==> src/rtl/dff_pipe_elastic_if.sv <==
// Valid/ready/data stream bundle used on both the producer and consumer side
// of the elastic pipeline.
interface dff_pipe_elastic_if #(
  parameter int unsigned WIDTH = 8
) ();
  logic             valid;
  logic             ready;
  logic [WIDTH-1:0] data;

  modport master (output valid, output data, input ready);
  modport slave  (input valid, input data, output ready);
endinterface

==> src/rtl/dff_pipe_elastic.sv <==
// Elastic DEPTH-stage register pipeline: per-stage valid bits, valid/ready
// handshake with bubble collapse, synchronous flush and occupancy count.
module dff_pipe_elastic #(
  parameter int unsigned      WIDTH   = 8,
  parameter int unsigned      DEPTH   = 4,
  parameter logic [WIDTH-1:0] RST_VAL = {WIDTH{1'b0}},
  localparam int unsigned     CW      = (DEPTH + 1 > 2) ? $clog2(DEPTH + 1) : 1
) (
  input  logic               clk,
  input  logic               rst,
  input  logic               flush,
  dff_pipe_elastic_if.slave  in_if,
  dff_pipe_elastic_if.master out_if,
  output logic [CW-1:0]      count
);

  logic [DEPTH-1:0] v_q;
  logic [DEPTH-1:0] v_d;
  logic [WIDTH-1:0] d_q [DEPTH];
  logic [WIDTH-1:0] d_d [DEPTH];
  logic [DEPTH-1:0] r_s;
  logic             src_v_s;

  function automatic logic [CW-1:0] popcount(input logic [DEPTH-1:0] bits);
    logic [CW-1:0] acc;
    acc = {CW{1'b0}};
    for (int i = 0; i < DEPTH; i++) begin
      acc = acc + CW'(bits[i]);
    end
    return acc;
  endfunction

  assign src_v_s = in_if.valid & ~flush;

  // Ready ripples back from the consumer; any empty stage re-opens everything upstream of it.
  always_comb begin
    logic chain;
    chain = out_if.ready;
    for (int i = DEPTH - 1; i >= 0; i--) begin
      chain  = chain | ~v_q[i];
      r_s[i] = chain;
    end
  end

  // Stage advance: a ready stage takes its upstream valid; data moves only with a valid word.
  always_comb begin
    v_d = v_q;
    d_d = d_q;
    if (flush) begin
      v_d = {DEPTH{1'b0}};
    end else begin
      if (r_s[0]) begin
        v_d[0] = src_v_s;
        if (src_v_s) begin
          d_d[0] = in_if.data;
        end else begin
          d_d[0] = d_q[0];
        end
      end else begin
        v_d[0] = v_q[0];
      end
      for (int i = 1; i < DEPTH; i++) begin
        if (r_s[i]) begin
          v_d[i] = v_q[i-1];
          if (v_q[i-1]) begin
            d_d[i] = d_q[i-1];
          end else begin
            d_d[i] = d_q[i];
          end
        end else begin
          v_d[i] = v_q[i];
        end
      end
    end
  end

  // Stage registers; reset beats flush and every handshake.
  always_ff @(posedge clk) begin
    if (rst) begin
      v_q <= {DEPTH{1'b0}};
      for (int i = 0; i < DEPTH; i++) begin
        d_q[i] <= RST_VAL;
      end
    end else begin
      v_q <= v_d;
      d_q <= d_d;
    end
  end

  // out_ready -> in_ready is a deliberate combinational path (no skid buffer).
  assign in_if.ready  = r_s[0] & ~flush;
  assign out_if.valid = v_q[DEPTH-1];
  assign out_if.data  = d_q[DEPTH-1];
  assign count        = popcount(v_q);

endmodule
==> src/flat_wrapper.sv <==
// flat-port wrapper written by rule: the top's interface ports become plain ports
module dff_pipe_elastic_flat 
#(
  parameter int unsigned      WIDTH   = 8,
  parameter int unsigned      DEPTH   = 4,
  parameter logic [WIDTH-1:0] RST_VAL = {WIDTH{1'b0}},
  localparam int unsigned     CW      = (DEPTH + 1 > 2) ? $clog2(DEPTH + 1) : 1
)
  (clk, rst, flush, count, in_if_valid, in_if_data, in_if_ready, out_if_valid, out_if_data, out_if_ready);
  dff_pipe_elastic_if #(.WIDTH(WIDTH)) in_if_i ();
  dff_pipe_elastic_if #(.WIDTH(WIDTH)) out_if_i ();
  input  logic clk;
  input  logic rst;
  input  logic flush;
  output logic [CW-1:0] count;
  input wire logic [$bits(in_if_i.valid)-1:0] in_if_valid;
  input wire logic [$bits(in_if_i.data)-1:0] in_if_data;
  output wire logic [$bits(in_if_i.ready)-1:0] in_if_ready;
  output wire logic [$bits(out_if_i.valid)-1:0] out_if_valid;
  output wire logic [$bits(out_if_i.data)-1:0] out_if_data;
  input wire logic [$bits(out_if_i.ready)-1:0] out_if_ready;
  assign in_if_i.valid = in_if_valid;
  assign in_if_i.data = in_if_data;
  assign in_if_ready = in_if_i.ready;
  assign out_if_valid = out_if_i.valid;
  assign out_if_data = out_if_i.data;
  assign out_if_i.ready = out_if_ready;
  dff_pipe_elastic #(.WIDTH(WIDTH), .DEPTH(DEPTH), .RST_VAL(RST_VAL)) u_core (.clk(clk), .rst(rst), .flush(flush), .in_if(in_if_i), .out_if(out_if_i), .count(count));
endmodule
==> config.mk <==
export PLATFORM = sky130hd
export DESIGN_NAME = dff_pipe_elastic_flat
export DESIGN_NICKNAME = d
export VERILOG_FILES = /design/src/rtl/dff_pipe_elastic_if.sv /design/src/rtl/dff_pipe_elastic.sv /design/src/flat_wrapper.sv
export SDC_FILE = /design/constraint.sdc
export NUM_CORES = 1
export LEC_CHECK = 0
export ABC_CLOCK_PERIOD_IN_PS = 1200
export CAP_MARGIN = 15
export CORE_MARGIN = 2
export CORE_UTILIZATION = 50
export CTS_CLUSTER_SIZE = 10
export DETAILED_ROUTE_END_ITERATION = 10
export DONT_BUFFER_PORTS = 1
export PLACE_DENSITY = 0.68
export SLEW_MARGIN = 40
export SYNTH_ARGS = -nofsm -noshare
export SYNTH_HDL_FRONTEND = slang
export SYNTH_SLANG_ARGS = --single-unit
==> constraint.sdc <==
create_clock -name clk -period 1.2 [get_ports clk]
set_input_delay 0 -clock clk [delete_from_list [all_inputs] [get_ports clk]]
set_output_delay 0 -clock clk [all_outputs]
set_load 0.005 [all_outputs]
---- Yosys cells after proc, flatten, opt, wreduce, memory -nomap -nowiden ----
Index checks and enable logic that the tools add are counted.
word-level totals
  register bits after elaboration ......... 36
  latch bits .............................. 0
  RAM bits ................................ 0
  ROM bits ................................ 0
  input port bits ......................... 13
  output and inout port bits .............. 13
  logic and storage cells ................. 27
  memories kept ........................... 0
operators by class
  add/sub/neg operators ................... 3
  $mul .................................... 0
  div/mod/pow operators ................... 0
  magnitude comparators ................... 0
  equality and inequality tests ........... 0
  shift operators ......................... 0
  multiplexer cells ....................... 0
  bitwise gates (word level) .............. 11
  reductions and logical operators ........ 5
operators by type and width
  kind              number
  $reduce_and 3->1  4
  $add 3x1->3       2
  $not 1->1         5
  $or 1x1->1        4
  $add 1x1->2       1
  $and 1x1->1       2
  $reduce_or 2->1   1

---- Longest topological paths before layout ----
Gate-level depths: netlist (run 1).
  depth in word-level cells ............... 6
  depth in mapped cells ................... 5
  depth with buffers taken out ............ 3

---- Worst setup path after synthesis (run 1) ----
No wires, ideal clock.
  kind .................................... register to output
  start point ............................. register u_core.v_q[0]
  end point ............................... output port count[1]
  arrival time ............................ 1.344 ns
  required time ........................... 1.200 ns
  slack ................................... -0.144 ns
  stages on the path, launching flop included .. 4
  path buffers ............................ 0
  path through ............................ dfxtp_1 -> ha_1 -> fa_1 -> ha_1
on the way
  longest elaborated chain between the ends .. 3
RTL lines
  item                       line                    source
  from (decl)                dff_pipe_elastic.sv:17  logic [DEPTH-1:0] v_q;
  from (signal assigned)     dff_pipe_elastic.sv:80  v_q <= {DEPTH{1'b0}};
  from (signal assigned)     dff_pipe_elastic.sv:85  v_q <= v_d;
  $add 1x1->2                dff_pipe_elastic.sv:28  acc = acc + CW'(bits[i]);
  $add 3x1->3 (2 in series)  dff_pipe_elastic.sv:28
  to (decl)                  flat_wrapper.sv:15      output logic [CW-1:0] count;
Every way passes these cells.

---- Final worst setup path (run 1) ----
Same ends and word-level chain as after synthesis.

==> results of run 1 <==
layer usage:
layer	vias up	share of wire, %
li1	636	-
met1	567	43
met2	27	52
met3	2	4.4
met4	0	0.65
met5	-	0
sequential cells by signal, indices dropped and copies added, names as in the netlist:
register            cells
u_core.d_q             24
u_core.out_if.data      8
u_core.v_q              4
power groups by stage:
stage	Sequential (mW)	Clock, mW	Combinational, mW
final	1.22	0.698	0.140
after global routing	1.22	0.785	0.155
after CTS	1.22	0.721	0.140
after detailed placement	1.25	0	0.0746
after global placement	1.25	0	0.0714
after floorplan	1.25	0	0.0774
worst paths after layout:
path / to / slack, ns / start / depth (start not counted)
worst max register to register: u_core.d_q[27] / 0.02 / u_core.v_q[1] / 4
worst min register to register: u_core.out_if.data[7] / 0.47 / u_core.d_q[15] / 2
worst max-delay path: count[1] / -0.35 / u_core.v_q[0] / 3
worst min-delay path: u_core.d_q[8] / 0.01 / flush / 4
synthesized netlist by cell type:
library cell / count
clkbuf_1: 7
a21oi_4: 1
buf_1: 2
nand3_1: 24
o21ai_0: 17
a21oi_1: 26
nor2b_1: 4
o21a_1: 3
nand2b_1: 21
ha_1: 2
nor3_1: 1
nor2_1: 1
and3b_1: 1
buf_4: 9
buf_2: 2
dfxtp_1: 36
mux2i_1: 8
o21ai_1: 7
buf_6: 1
and4b_4: 1
nand4b_1: 1
nand3b_1: 1
fa_1: 1
cell families after synthesis:
group	count (synthesis)	share of synthesized area, %
AND/OR/NAND/NOR	55	20.5
adder cells (fa/ha/maj)	3	2.85
AO/OA/AOI/OAI	54	18.3
flip-flops	36	45.6
buffers and inverters	21	7.75
multiplexers	8	5.06
worst max-delay path, stage by stage (launching register included):
cell and delay [ns]:
dfxtp_4 0.37, ha_4 0.23, fa_2 0.36, ha_4 0.27
area by class of cell:
class / count / area (um^2) / share of cell area (%)
clock buffer: 7 / 65.1 / 3.48
tap: 44 / 55.1 / 2.95
sequential: 36 / 729 / 39.0
multi-input combinational: 120 / 773 / 41.4
timing repair buffer: 25 / 246 / 13.2
through the flow:
step / util (%) / TNS (ns) / area [um^2] / instances / setup WS (ns)
floorplan: - / -0.0150 / 1610 / 177 / -0.00171
global placement: 53.8 / 0 / 1630 / 211 / 0.0223
detailed placement: 53.8 / -0.0199 / 1630 / 211 / -0.0188
CTS: 61.4 / -0.917 / 1860 / 232 / -0.377
global route: 61.7 / -1.14 / 1870 / 232 / -0.403
finish: 61.7 / -0.854 / 1870 / 232 / -0.354
timing repair:
action	CTS	global route
gates resized for setup	2	9
endpoints found under the hold margin	36	0
pin swaps	1	2
buffers inserted	1	0
endpoints found under the setup margin	25	23
hold buffers	13	0
gates cloned	0	0
==> summary.txt, run 1 <==
Worst rel slew slack = 80.7%
Sw power = 436 uW
Ports = 26
GRT met2 Usage = 32.9%
Gate Count Post-Synth = 177
Most frequent cells in the layout = 33 x dfxtp_1, 25 x a21oi_1, 24 x nand3_1
Final hold violations = 0
Pwr dens = 1100 nW/um^2
H-tree Lvls = 2
RSZ-0062 raised after global routing = true
Syn Nets = 193
Met1 GRT Util = 22.0%
Layout cells sized above 1 = 16.5%
Die X = 60.2 um
Clock Sinks = 36
Gr busiest metal = met2
Synthesized area per cell = 8.94 um^2
Switching share of power = 21.2%
Hold Crit Class = in2reg
Clock period minus worst slack = 1.55 ns
Failing checks = setup timing
Cell taking the most area after synthesis = dfxtp_1
Vias in the first global route = 1159
Number of antenna violations at the first check in global routing = 0
Ys Warns = 0
Clock-pin slew on the worst setup and hold paths = 0.10 ns
WP data required = 1.20 ns
Critical Path AT = 1.55 ns
Row Count = 20
DRC Markers = 0
# diodes = 0
Largest net degree at the start of global routing = 43
Post-Route WL = 2940 um
Worst setup margin = -0.354 ns
FMAX = 0.643 GHz
Total global routing overflow = 0
Total CTS buffers = 5
Routed Antenna Nets = 0
CTS max path bufs = 2
Hold_ws = 0.0148 ns
Final setup skew = 0.00520 ns
TritonCTS clock tree = done
Peak VDD IR = 0.710 mV
Commonest non-fill, non-tap cell in the layout = dfxtp_1
Setup crit start kind = flop
First-pass GRT wire length = 5160 um
Fin nets = 204
CP Capture Type = output pin
Met3 Track Usage GR = 7.14%
Drt wl/cell = 12.7 um
Core area = 3030 um^2
Post-synthesis register bit count = 36
Max-cap viol count = 0
Sequential power share = 59.3%
WS Path Type = reg2out
Register area share after synthesis = 45.6%
RD Place Congestion = 0.702
Mapped Area = 1580 um^2
Vias = 1232
Detailed Place HPWL = 2040 um
Comb pwr share = 6.8%
CP Max Fanout = 2
Global Route Usage Sum = 19.3%
DR iter-0 viols = 59
Detailed-router iteration count before antenna repair = 4
Endpoints failing setup = 3
Initial Util = 52.2%
Clock root buffer = clkbuf_4
PortBufs = 0
PnR Total Power = 2.06 mW
Leak pwr = 0.634 nW
Vias per inst = 5.31
Clock Latency Late Sink = 0.33 ns
Die Y = 60.2 um
Yosys cell types = 23
Area share of the largest cell type after synthesis = 45.6%
Tightest Pin Transition = 0.289 ns
Int Pwr = 1.62 mW
DIE AREA = 3630 um^2
Final Max Tran Viols = 0
Largest cells by area after synthesis = dfxtp_1 46%, nand2b_1 8.3%, a21oi_1 8.2%
Clk pwr share = 33.9%
Status = finished with violations
Layout area overhead = 18.2%
Fillers = 257
Fin crit share = 130%
Note: power is estimated with default switching activity, not from simulation.
==> run 2: changes to the inputs <==
--- a/config.mk
+++ b/config.mk
@@ -5,14 +5,13 @@
 export SDC_FILE = /design/constraint.sdc
 export NUM_CORES = 1
 export LEC_CHECK = 0
-export ABC_CLOCK_PERIOD_IN_PS = 1200
+export ABC_CLOCK_PERIOD_IN_PS = 1250
 export CAP_MARGIN = 15
 export CORE_MARGIN = 2
-export CORE_UTILIZATION = 50
+export CORE_UTILIZATION = 35
 export CTS_CLUSTER_SIZE = 10
 export DETAILED_ROUTE_END_ITERATION = 10
 export DONT_BUFFER_PORTS = 1
-export PLACE_DENSITY = 0.68
 export SLEW_MARGIN = 40
 export SYNTH_ARGS = -nofsm -noshare
 export SYNTH_HDL_FRONTEND = slang
==> constraint.sdc (replaced) <==
create_clock -name clk -period 1.25 [get_ports clk]
set_input_delay 0 -clock clk [delete_from_list [all_inputs] [get_ports clk]]
set_output_delay 0 -clock clk [all_outputs]
set_load 0.005 [all_outputs]
==> run 2 against run 1 <==
Net effect:
- the flow still finishes with violations (setup timing)
- critical path depth stayed put
- sequential power shrank 4%
- combinational power decreased by 6%
- final cell count grew 4.3%
- cell area grew 1.7%
- global-route usage is 5.7 points lower
- clock power rose by 20%
- critical endpoint unchanged
- worst setup slack improved by 0.11 ns
==> summary.txt, run 2 (synthesis results as in run 1) <==
Detailed Place HPWL = 2210 um
Worst rel slew slack = 79.8%
Largest net degree at the start of global routing = 43
Final setup skew = 0.00538 ns
Tightest Pin Transition = 0.303 ns
Layout cells sized above 1 = 16.3%
Status = finished with violations
RSZ-0062 raised after global routing = true
Area of the multi-input gates = 763 um^2
Core area = 4350 um^2
Final Max Tran Viols = 0
Total CTS buffers = 5
Vias = 1248
Routed Antenna Nets = 0
Most frequent cells in the layout = 32 x dfxtp_1, 26 x a21oi_1, 24 x nand3_1
CP Max Fanout = 2
Ports = 26
Final hold violations = 0
Fin cells = 242
Pwr dens = 1130 nW/um^2
Layout area overhead = 20.3%
Hold_ws = 0.0327 ns
Hold Crit Class = in2out
Fillers = 431
FMAX = 0.671 GHz
Clock root buffer = clkbuf_8
Dpl cells = 219
Commonest non-fill, non-tap cell in the layout = dfxtp_1
Clock-pin slew on the worst setup and hold paths = 0.07 ns
WS Path Type = reg2out
Setup TNS = -0.529 ns
PortBufs = 0
Max-cap viol count = 0
Critical Path AT = 1.49 ns
Die Y = 71.2 um
CP Capture Type = output pin
Worst setup margin = -0.240 ns
Endpoints failing setup = 3
Failing checks = setup timing
Clock period minus worst slack = 1.49 ns
RD Place Congestion = 0.718
Die X = 71.2 um
First-pass GRT wire length = 5490 um
Vias in the first global route = 1244
Leak pwr = 0.662 nW
Total global routing overflow = 0
Peak VDD IR = 0.753 mV
CTS max path bufs = 2
WP data required = 1.25 ns
Clock Sinks = 36
Clock Latency Late Sink = 0.28 ns
Number of antenna violations at the first check in global routing = 0
Setup crit start kind = flop
Fin crit share = 119%
Largest register FFs = 24
Global Route Usage Sum = 13.6%
Biggest register = u_core.d_q
Detailed-router iteration count before antenna repair = 4
Drt wl/cell = 13.6 um
# diodes = 0
H-tree Lvls = 2
Fin nets = 205
Vias per inst = 5.16
DIE AREA = 5070 um^2
TritonCTS clock tree = done
DRC Markers = 0
Row Count = 24
Initial Util = 36.3%
DR iter-0 viols = 56
Post-Route WL = 3300 um
Reg area = 728 um^2
run 2: cell types whose count changed in the layout (fill, tap and decap cells not counted), sizes merged:
cell,change
and3b,+1
clkbuf,-1
buf,+1
clkinv,+2
dlygate4sd3,-1
run 2: through the flow:
stage               setup slack [ns]  cell area, um^2  power [mW]  utilization [%]
finish                        -0.240             1900        2.15             43.7
global route                  -0.282             1900        2.22             43.7
CTS                           -0.255             1880        2.17             43.2
detailed placement           -0.0144             1640        1.27             37.6
global placement              0.0201             1640        1.27             37.6
floorplan                    0.00575             1600        1.27                -
run 2: report_power, final:
group          internal (mW)  switching (mW)
Clock                  0.439           0.401
Combinational         0.0748          0.0575
Sequential              1.16          0.0110
run 2: metal layers:
layer | share of wire [%] | track usage (%) | up-vias
met5 | 0 | 0 | -
met4 | 1.3 | 6.29 | 0
met3 | 5.0 | 3.52 | 4
met2 | 50 | 22.8 | 39
met1 | 44 | 16.3 | 573
li1 | - | - | 632
run 2: path summary, 6_finish.rpt:
path | slack [ns] | from | to | depth (start not counted)
setup / recovery | -0.24 | u_core.v_q[0] | count[1] | 3
hold / removal | 0.03 | flush | in_if_ready | 1
setup reg to reg | 0.09 | u_core.v_q[3] | u_core.d_q[25] | 4
hold reg to reg | 0.47 | u_core.d_q[13] | u_core.out_if.data[5] | 2
run 2: worst max-delay path, cell delays in order (launching register included):
cell and delay [ns]:
dfxtp_4 0.36, ha_4 0.23, fa_2 0.32, ha_1 0.30
run 2: what timing repair did:
item	CTS	global route
hold buffers	12	0
setup buffers	1	1
gates cloned	0	1
resized for setup	2	3
setup endpoints to repair	12	14
endpoints found under the hold margin	36	0
pin swaps	2	3
run 2: layout make-up:
cell class                      instances  area share (%)
Clock buffer                            6            4.34
Multi-Input combinational cell        121            40.1
Clock inverter                          2           0.526
Sequential cell                        36            38.3
Tap cell                               52            3.42
Timing Repair Buffer                   25            13.3
